**config.mk**
```make
export PLATFORM = sky130hd
export DESIGN_NAME = dma_sample_packer_flat
export DESIGN_NICKNAME = d
export VERILOG_FILES = /design/src/rtl/dma_sample_packer_if.sv /design/src/rtl/dma_sample_packer.sv /design/src/flat_wrapper.sv
export SDC_FILE = /design/constraint.sdc
export NUM_CORES = 2
export LEC_CHECK = 0
export BUFFER_PORTS_ARGS = -buffer_cell sky130_fd_sc_hd__buf_2
export CORE_UTILIZATION = 56
export CTS_BUF_LIST = sky130_fd_sc_hd__clkbuf_4 sky130_fd_sc_hd__clkbuf_8
export DETAILED_ROUTE_END_ITERATION = 6
export GPL_TIMING_DRIVEN = 0
export HOLD_SLACK_MARGIN = 0.06
export PLACE_DENSITY_LB_ADDON = 0.25
export SLEW_MARGIN = 20
export SYNTH_ARGS = -nofsm -noshare
export SYNTH_HDL_FRONTEND = slang
export SYNTH_SLANG_ARGS = --single-unit
```
**constraint.sdc**
```tcl
create_clock -name aclk -period 10.1 [get_ports aclk]
set_input_delay 1.01 -clock aclk [delete_from_list [all_inputs] [get_ports aclk]]
set_output_delay 1.01 -clock aclk [all_outputs]
set_load 0.01 [all_outputs]
```
**src/rtl/dma_sample_packer_if.sv**
```systemverilog
// Sample-in / packed-word-out signal bundle for dma_sample_packer.
// The slave modport is the packer's view; master is the producer/DMA side.
interface dma_sample_packer_if #(
  parameter int DEPTH = 32
) ();
  logic                     capture_en_i;
  logic [15:0]              sample_i;
  logic                     sample_valid_i;
  logic [63:0]              word_o;
  logic                     word_valid_o;
  logic                     word_ready_i;
  logic                     burst_avail_o;
  logic [$clog2(DEPTH):0]   level_o;
  logic                     overflow_o;

  modport slave (
    input  capture_en_i, sample_i, sample_valid_i, word_ready_i,
    output word_o, word_valid_o, burst_avail_o, level_o, overflow_o
  );

  modport master (
    output capture_en_i, sample_i, sample_valid_i, word_ready_i,
    input  word_o, word_valid_o, burst_avail_o, level_o, overflow_o
  );
endinterface

```
**src/rtl/dma_sample_packer.sv**
```systemverilog
// Packs four 16-bit samples into a 64-bit word and queues the words in a
// first-word-fall-through FIFO drained by a DMA engine in bursts.
module dma_sample_packer #(
  parameter int DEPTH     = 32,
  parameter int BURST_LEN = 16
) (
  input  logic                 aclk,
  input  logic                 rst_ni,
  dma_sample_packer_if.slave   bus
);

  localparam int AW = $clog2(DEPTH);
  localparam int LW = AW + 1;

  logic [1:0]    lane;
  logic [47:0]   part;
  logic          cap_q;
  logic          overflow;
  logic [AW-1:0] wr_ptr;
  logic [AW-1:0] rd_ptr;
  logic [LW-1:0] level;
  logic [63:0]   mem [DEPTH];

  logic          accept;
  logic          push_req;
  logic          push;
  logic          pop;
  logic          word_valid;
  logic          full;
  logic [63:0]   full_word;

  always_comb begin
    accept     = bus.capture_en_i & bus.sample_valid_i;
    push_req   = accept && (lane == 2'd3);
    word_valid = (level != '0);
    pop        = word_valid & bus.word_ready_i;
    full       = (level == LW'(DEPTH));
    // A full FIFO still takes the word if the head leaves in the same cycle.
    push       = push_req && (!full || pop);
    full_word  = {bus.sample_i, part};
  end

  // NOTE: all state below uses non-blocking assignments so every register
  // samples the pre-edge values regardless of statement order.
  always_ff @(posedge aclk or negedge rst_ni) begin
    if (!rst_ni) begin
      lane     <= 2'd0;
      part     <= '0;
      cap_q    <= 1'b0;
      overflow <= 1'b0;
    end else begin
      cap_q <= bus.capture_en_i;
      if (!bus.capture_en_i) begin
        lane <= 2'd0;
      end else if (bus.sample_valid_i) begin
        case (lane)
          2'd0:    part[15:0]  <= bus.sample_i;
          2'd1:    part[31:16] <= bus.sample_i;
          2'd2:    part[47:32] <= bus.sample_i;
          default: ;
        endcase
        lane <= lane + 2'd1;
      end
      // Dropping a word outranks the re-arm clear.
      if (push_req && !push) begin
        overflow <= 1'b1;
      end else if (bus.capture_en_i && !cap_q) begin
        overflow <= 1'b0;
      end
    end
  end

  always_ff @(posedge aclk or negedge rst_ni) begin
    if (!rst_ni) begin
      wr_ptr <= '0;
      rd_ptr <= '0;
      level  <= '0;
    end else begin
      if (push) wr_ptr <= wr_ptr + AW'(1);
      if (pop)  rd_ptr <= rd_ptr + AW'(1);
      case ({push, pop})
        2'b10:   level <= level + LW'(1);
        2'b01:   level <= level - LW'(1);
        default: ;
      endcase
    end
  end

  // NOTE: storage is not reset; entries are only observable once the level
  // counter says they were written, and reset clears that counter.
  always_ff @(posedge aclk) begin
    if (push) mem[wr_ptr] <= full_word;
  end

  assign bus.word_o        = word_valid ? mem[rd_ptr] : 64'h0;
  assign bus.word_valid_o  = word_valid;
  assign bus.level_o       = level;
  assign bus.burst_avail_o = (level >= LW'(BURST_LEN));
  assign bus.overflow_o    = overflow;

endmodule
```
**src/flat_wrapper.sv**
```systemverilog
// flat-port wrapper written by rule: the top's interface ports become plain ports
module dma_sample_packer_flat 
#(
  parameter int DEPTH     = 32,
  parameter int BURST_LEN = 16
)
  (aclk, rst_ni, bus_capture_en_i, bus_sample_i, bus_sample_valid_i, bus_word_ready_i, bus_word_o, bus_word_valid_o, bus_burst_avail_o, bus_level_o, bus_overflow_o);
  dma_sample_packer_if #(.DEPTH(DEPTH)) bus_i ();
  input  logic aclk;
  input  logic rst_ni;
  input wire logic [$bits(bus_i.capture_en_i)-1:0] bus_capture_en_i;
  input wire logic [$bits(bus_i.sample_i)-1:0] bus_sample_i;
  input wire logic [$bits(bus_i.sample_valid_i)-1:0] bus_sample_valid_i;
  input wire logic [$bits(bus_i.word_ready_i)-1:0] bus_word_ready_i;
  output wire logic [$bits(bus_i.word_o)-1:0] bus_word_o;
  output wire logic [$bits(bus_i.word_valid_o)-1:0] bus_word_valid_o;
  output wire logic [$bits(bus_i.burst_avail_o)-1:0] bus_burst_avail_o;
  output wire logic [$bits(bus_i.level_o)-1:0] bus_level_o;
  output wire logic [$bits(bus_i.overflow_o)-1:0] bus_overflow_o;
  assign bus_i.capture_en_i = bus_capture_en_i;
  assign bus_i.sample_i = bus_sample_i;
  assign bus_i.sample_valid_i = bus_sample_valid_i;
  assign bus_i.word_ready_i = bus_word_ready_i;
  assign bus_word_o = bus_i.word_o;
  assign bus_word_valid_o = bus_i.word_valid_o;
  assign bus_burst_avail_o = bus_i.burst_avail_o;
  assign bus_level_o = bus_i.level_o;
  assign bus_overflow_o = bus_i.overflow_o;
  dma_sample_packer #(.DEPTH(DEPTH), .BURST_LEN(BURST_LEN)) u_core (.aclk(aclk), .rst_ni(rst_ni), .bus(bus_i));
endmodule
```
# Word-level counts from Yosys, hierarchy flattened
# Memories as Yosys holds them, arrays and structs flattened.
# Cells that the tools add are included.
# totals
register_bits,68
romBits,0
ram_bits,2048
mem_count,1
latchBits,0
input_bits,21
out_inout_bits,73
elab_cells,48
# classes
n_shift,0
reduce_logical,15
bitwise_logic,2
n_mux,8
n_lt_le_gt_ge,1
div_mod_pow,0
addsub,5
n_mul,0
eq_ne,7
# memory_table
memory,depth,width,rd,rd_clocked_by_memory_dff,wr,line,text
u_core.mem,32,64,1,0,1,dma_sample_packer.sv:22,logic [63:0] mem [DEPTH];
# op_table
op,n
$mux W64,1
$pmux W6 S2,1
$add A5 B1 Y5 const B,2
$reduce_and A3 Y1,3
$add A6 B1 Y6 const B,1
$eq A2 B2 Y1 const B,3
$eq A6 B6 Y1 const B,1
$ge A6 B5 Y1 const B,1
$reduce_bool A6 Y1,1
$sub A6 B1 Y6 const B,1
$eq A2 B1 Y1 const B,2
$logic_and A1 B1 Y1,4
$mux W1,4
$mux W2,2
$reduce_bool A2 Y1,2
$logic_not A1 Y1,3
$add A2 B1 Y2 const B,1
$and A1 B1 Y1,2
$logic_not A2 Y1,1
$ne A2 B1 Y1 const B,1
$logic_or A1 B1 Y1,1

# Depth between registers and ports, before layout
# logic_depth
depth_word,7
mapped_depth,13

# Worst setup path before layout
# Ideal clock, no wire load.
# synth_path
path_kind,input to register
from,input bus_sample_valid_i
to,"memory u_core.mem[29][0], enable pin"
stages,5
setup_slack_ns,4.821
path_buffers,1
required_ns,9.613
arrival_time_ns,4.792
setup_ns,0.487
cell_sequence,clkbuf_1 nand3_1 a31oi_1 nand2_1 nor2_1
# synth_via
elab_chain_cells,5
# synth_lines
item,line,text
start: declaration,flat_wrapper.sv:13,input wire logic [$bits(bus_i.sample_valid_i)-1:0] bus_sample_valid_i;
$and A1 B1 Y1,dma_sample_packer.sv:33,accept = bus.capture_en_i & bus.sample_valid_i;
$logic_and A1 B1 Y1,dma_sample_packer.sv:34,push_req = accept && (lane == 2'd3);
$logic_and A1 B1 Y1,dma_sample_packer.sv:39,push = push_req && (!full || pop);
$mux W1,dma_sample_packer.sv:92,if (push) mem[wr_ptr] <= full_word;
$mux W1 (not written as such),dma_sample_packer.sv:92,
end: declaration,dma_sample_packer.sv:22,
# No other way between the ends.

# Worst setup path in the final report
# layout_path
from,register u_core.rd_ptr[1]
to,output bus_word_o[63]
# layout_via
elab_chain_cells,2
# layout_lines
item,line,text
start: declaration,dma_sample_packer.sv:20,logic [AW-1:0] rd_ptr;
start signal: assignment,dma_sample_packer.sv:80,if (pop) rd_ptr <= rd_ptr + AW'(1);
$mem_v2 Z32 W64,-,
$mux W64,dma_sample_packer.sv:95,assign bus.word_o = word_valid ? mem[rd_ptr] : 64'h0;
end: declaration,flat_wrapper.sv:15,output wire logic [$bits(bus_i.word_o)-1:0] bus_word_o;
# No other way between the ends.

==> run_results.csv <==
group,metric,value,unit
status,status,"completed",
layout,post-route-util,0.6502,
cts,cts_buffers,343,
timing,slew_violations,0,
synth,ys_seq_elements,2116,
cts,insertion_delay,1.05,ns
critical_path,reg2reg_depth,8,
synth,synth_nets,3797,
global_route,grt_first_pass_wirelength,299.5,mm
die,pin_count,94,
synth,synth_cell_types,56,
place,io_buffers,92,
cts,cts_setup_buffers,0,
timing,post-route-period-util,0.6176,
global_route,grt_pass1_vias,42750,
critical_path,critPathLaunch,"u_core.rd_ptr[1]",
place,dp_slack,4.980,ns
layout,layout_commonest_cell,"edfxtp_1",
layout,instances_no_fill,6451,
timing,min_period,6.238,ns
cts,ctsResizeCount,0,
cts,hold_buffers,2,
global_route,antenna_found_initial,6,
synth,netlist_area,81620,um^2
timing,fin_ws,3.862,ns
drt,dr_total_vias,42230,
drt,drt_iter0_markers,5514,
timing,setup_violations,0,
timing,setup-tns-final,0,ns
critical_path,crit_top_cell,"buf_4",
cts,cts.htree.levels,5,
timing,tightest_slew,1.193,ns
timing,hold_viol_final,0,
critical_path,cp.arrival,5.23,ns
place,place_inst,5877,
synth,ys_warn_count,0,
drt,dr.pass1.iters,6,
timing,max_freq,160.3,MHz
critical_path,path_delay_family,"buffers and inverters",
die,rows,139,
place,place_congestion,0.7999,
timing,rsz0062_at_grt,"false",
drt,totalWireLength,210.2,mm
critical_path,path_class,"reg -> out",
die,dieArea,147300,um^2
drt,via_per_inst,6.547,
critical_path,critPathRequiredTime,9.09,ns
synth,synth.avg_cell_area,21.68,um^2
synth,synthArstFlopShare,0.03214,
drt,ant_nets,0,
synth,syn_inst,3764,
critical_path,cp_cell_sequence,"buf_4, buf_4, buf_4, nor2b_1, clkbuf_1, a22oi_1, a211oi_1, buf_2",
global_route,grt_max_degree,40,
die,dieWidth,383.8,um
layout,area_delta_synth_final,14.85,%
critical_path,crit_fanout,10,
critical_path,timing.rr.end,"u_core.mem[17][39]",
layout,drive_gt1_frac,0.3084,
power,p_leak,30.36,nW
critical_path,r2r_start,"u_core.bus.level_o[2]",
synth,synth_top_flop_cell,"edfxtp_1",
critical_path,slowest_delay,1.02,ns
power,peakVddDrop,0.1895,mV
flow_run,max_cap_violations,0,
critical_path,worst-path-buf-inv,5,
cts,cts_tree,"built",
critical_path,critPathLaunchType,"register",
cts,clk_pin_slew,0.06,ns
die,fp.dieH,383.8,um
min_path,min_path_type,"in -> reg",
critical_path,cp-end-kind,"output port",
layout,layout.nets,4354,
global_route,grt.overflow.total,0,
cts,cts_root_buf,"clkbuf_8",
critical_path,crit_cells,8,
drt,drcViolationCount,0,
power,powerDensity,270.9,nW/um^2
synth,synth_edf_count,2048,
power,power,25.40,mW
drt,wl_per_cell,32.59,um
global_route,grt_util_all_layers,0.2890,
layout,final_cell_mix,"2,048 x edfxtp_1, 383 x mux4_2, 362 x clkbuf_8",
critical_path,critical_path.endpoint,"bus_word_o[63]",
timing,skew,0.07691,ns
die,core_area,144200,um^2
die,start_util,0.5661,
cts,cts.path.max_buffers,4,
critical_path,r2r_slack,5.64,ns
cts,cts_num_sinks,2116,
critical_path,worst_path_max_delay_cell,"a211oi_1",
place,hpwl,139.1,mm
synth,yosysSeqAreaShare,0.7743,
layout,fillers,9198,
timing,max_slew_margin,0.2045,
[metal layers]
layer  routed length (um)  track usage  share of wire  vias up
li1                     -            -              -    17040
met1                83010       0.4131           0.39    22210
met2                97460       0.4359           0.46     2624
met3                24140      0.08296           0.11      359
met4                 5508      0.08876          0.026        8
met5                   87            0        0.00041        -
[logic make-up after synthesis]
logic type / Yosys count / share of synthesized area
DFF: 2116 / 0.7743
buffers and inverters: 240 / 0.01508
and+or+nand+nor: 192 / 0.01254
AOI/OAI and AO/OA: 433 / 0.04145
muxes: 755 / 0.1531
xor gates and xnor gates: 16 / 0.001717
adders and majority gates: 12 / 0.001839
[flip-flops by register name (all words and copies together) (netlist names)]
| register | flops |
|---|---|
| u_core.rd_ptr | 5 |
| u_core.part | 48 |
| u_core.lane | 2 |
| u_core.cap_q | 1 |
| u_core.bus.level_o | 6 |
| u_core.mem | 2048 |
| u_core.wr_ptr | 5 |
| u_core.bus.overflow_o | 1 |
[synth_stat cells, types with 4 or more instances]
master	count	share of area
edfxtp_1	2048	0.75
mux4_2	383	0.11
mux2i_1	257	0.032
clkbuf_1	113	0.0052
mux2_2	112	0.015
nor2_1	73	0.0034
nor2b_1	73	0.0056
dfrtp_1	68	0.021
a211oi_1	67	0.0062
a21oi_1	63	0.0039
buf_2	60	0.0037
a221oi_1	59	0.0063
o21ai_0	58	0.0036
a2111oi_0	35	0.0038
o221ai_1	33	0.0035
o31a_1	32	0.0034
a22oi_1	30	0.0028
o221ai_2	29	0.0053
buf_4	28	0.0026
buf_6	18	0.0025
ha_1	12	0.0018
o21ai_1	12	0.00074
inv_1	11	0.00051
xnor2_1	10	0.0011
nand3_1	9	0.00055
nand2_1	8	0.00037
xor2_1	6	0.00064
buf_1	4	0.00018
clkbuf_4	4	0.00037
nand2b_1	4	0.00031
nand4_1	4	0.00031
[where the power goes]
| group | internal [mW] | total, mW | switching [mW] |
|---|---|---|---|
| registers | 10.3 | 10.9 | 0.630 |
| logic | 2.98 | 7.48 | 4.50 |
| clock network | 3.77 | 6.97 | 3.21 |
[layout make-up]
class	count	area, um^2	share of cell area
diodes	5	12.51	0.0001335
plain buffers	227	1187	0.01267
clock buffers	482	5883	0.06276
clock inverters	85	410.4	0.004378
inverters	13	48.80	0.0005205
multi-input cells	1408	17430	0.1859
flip-flops and latches	2116	63210	0.6742
well taps	1903	2381	0.02540
repair buffers	212	3183	0.03396
[how the worst min path moves through the flow]
stage,startpoint,to,slack [ns],cells after the start
3_3_place_gp,u_core.cap_q,u_core.bus.overflow_o,0.51,2
6_report,bus_sample_valid_i,u_core.lane[0],0.40,3
5_1_grt,bus_word_ready_i,u_core.rd_ptr[2],0.37,3
2_1_floorplan,u_core.cap_q,u_core.bus.overflow_o,0.44,2
3_5_place_dp,u_core.cap_q,u_core.bus.overflow_o,0.54,2
4_1_cts,bus_sample_valid_i,u_core.lane[0],0.31,3
[stage by stage]
step	hold WS, ns	area [um^2]
after floorplan	0.4387	81620
after global placement	0.5075	84460
after detailed placement	0.5402	87410
after CTS	0.3076	93720
after global routing	0.3744	93730
final	0.4040	93740
[tightest hold or removal path: stages]
cell and delay [ns]:
clkbuf_1 0.17, xnor2_1 0.19, nor2_1 0.04
No activity file was read; power rests on OpenSTA's default activity.
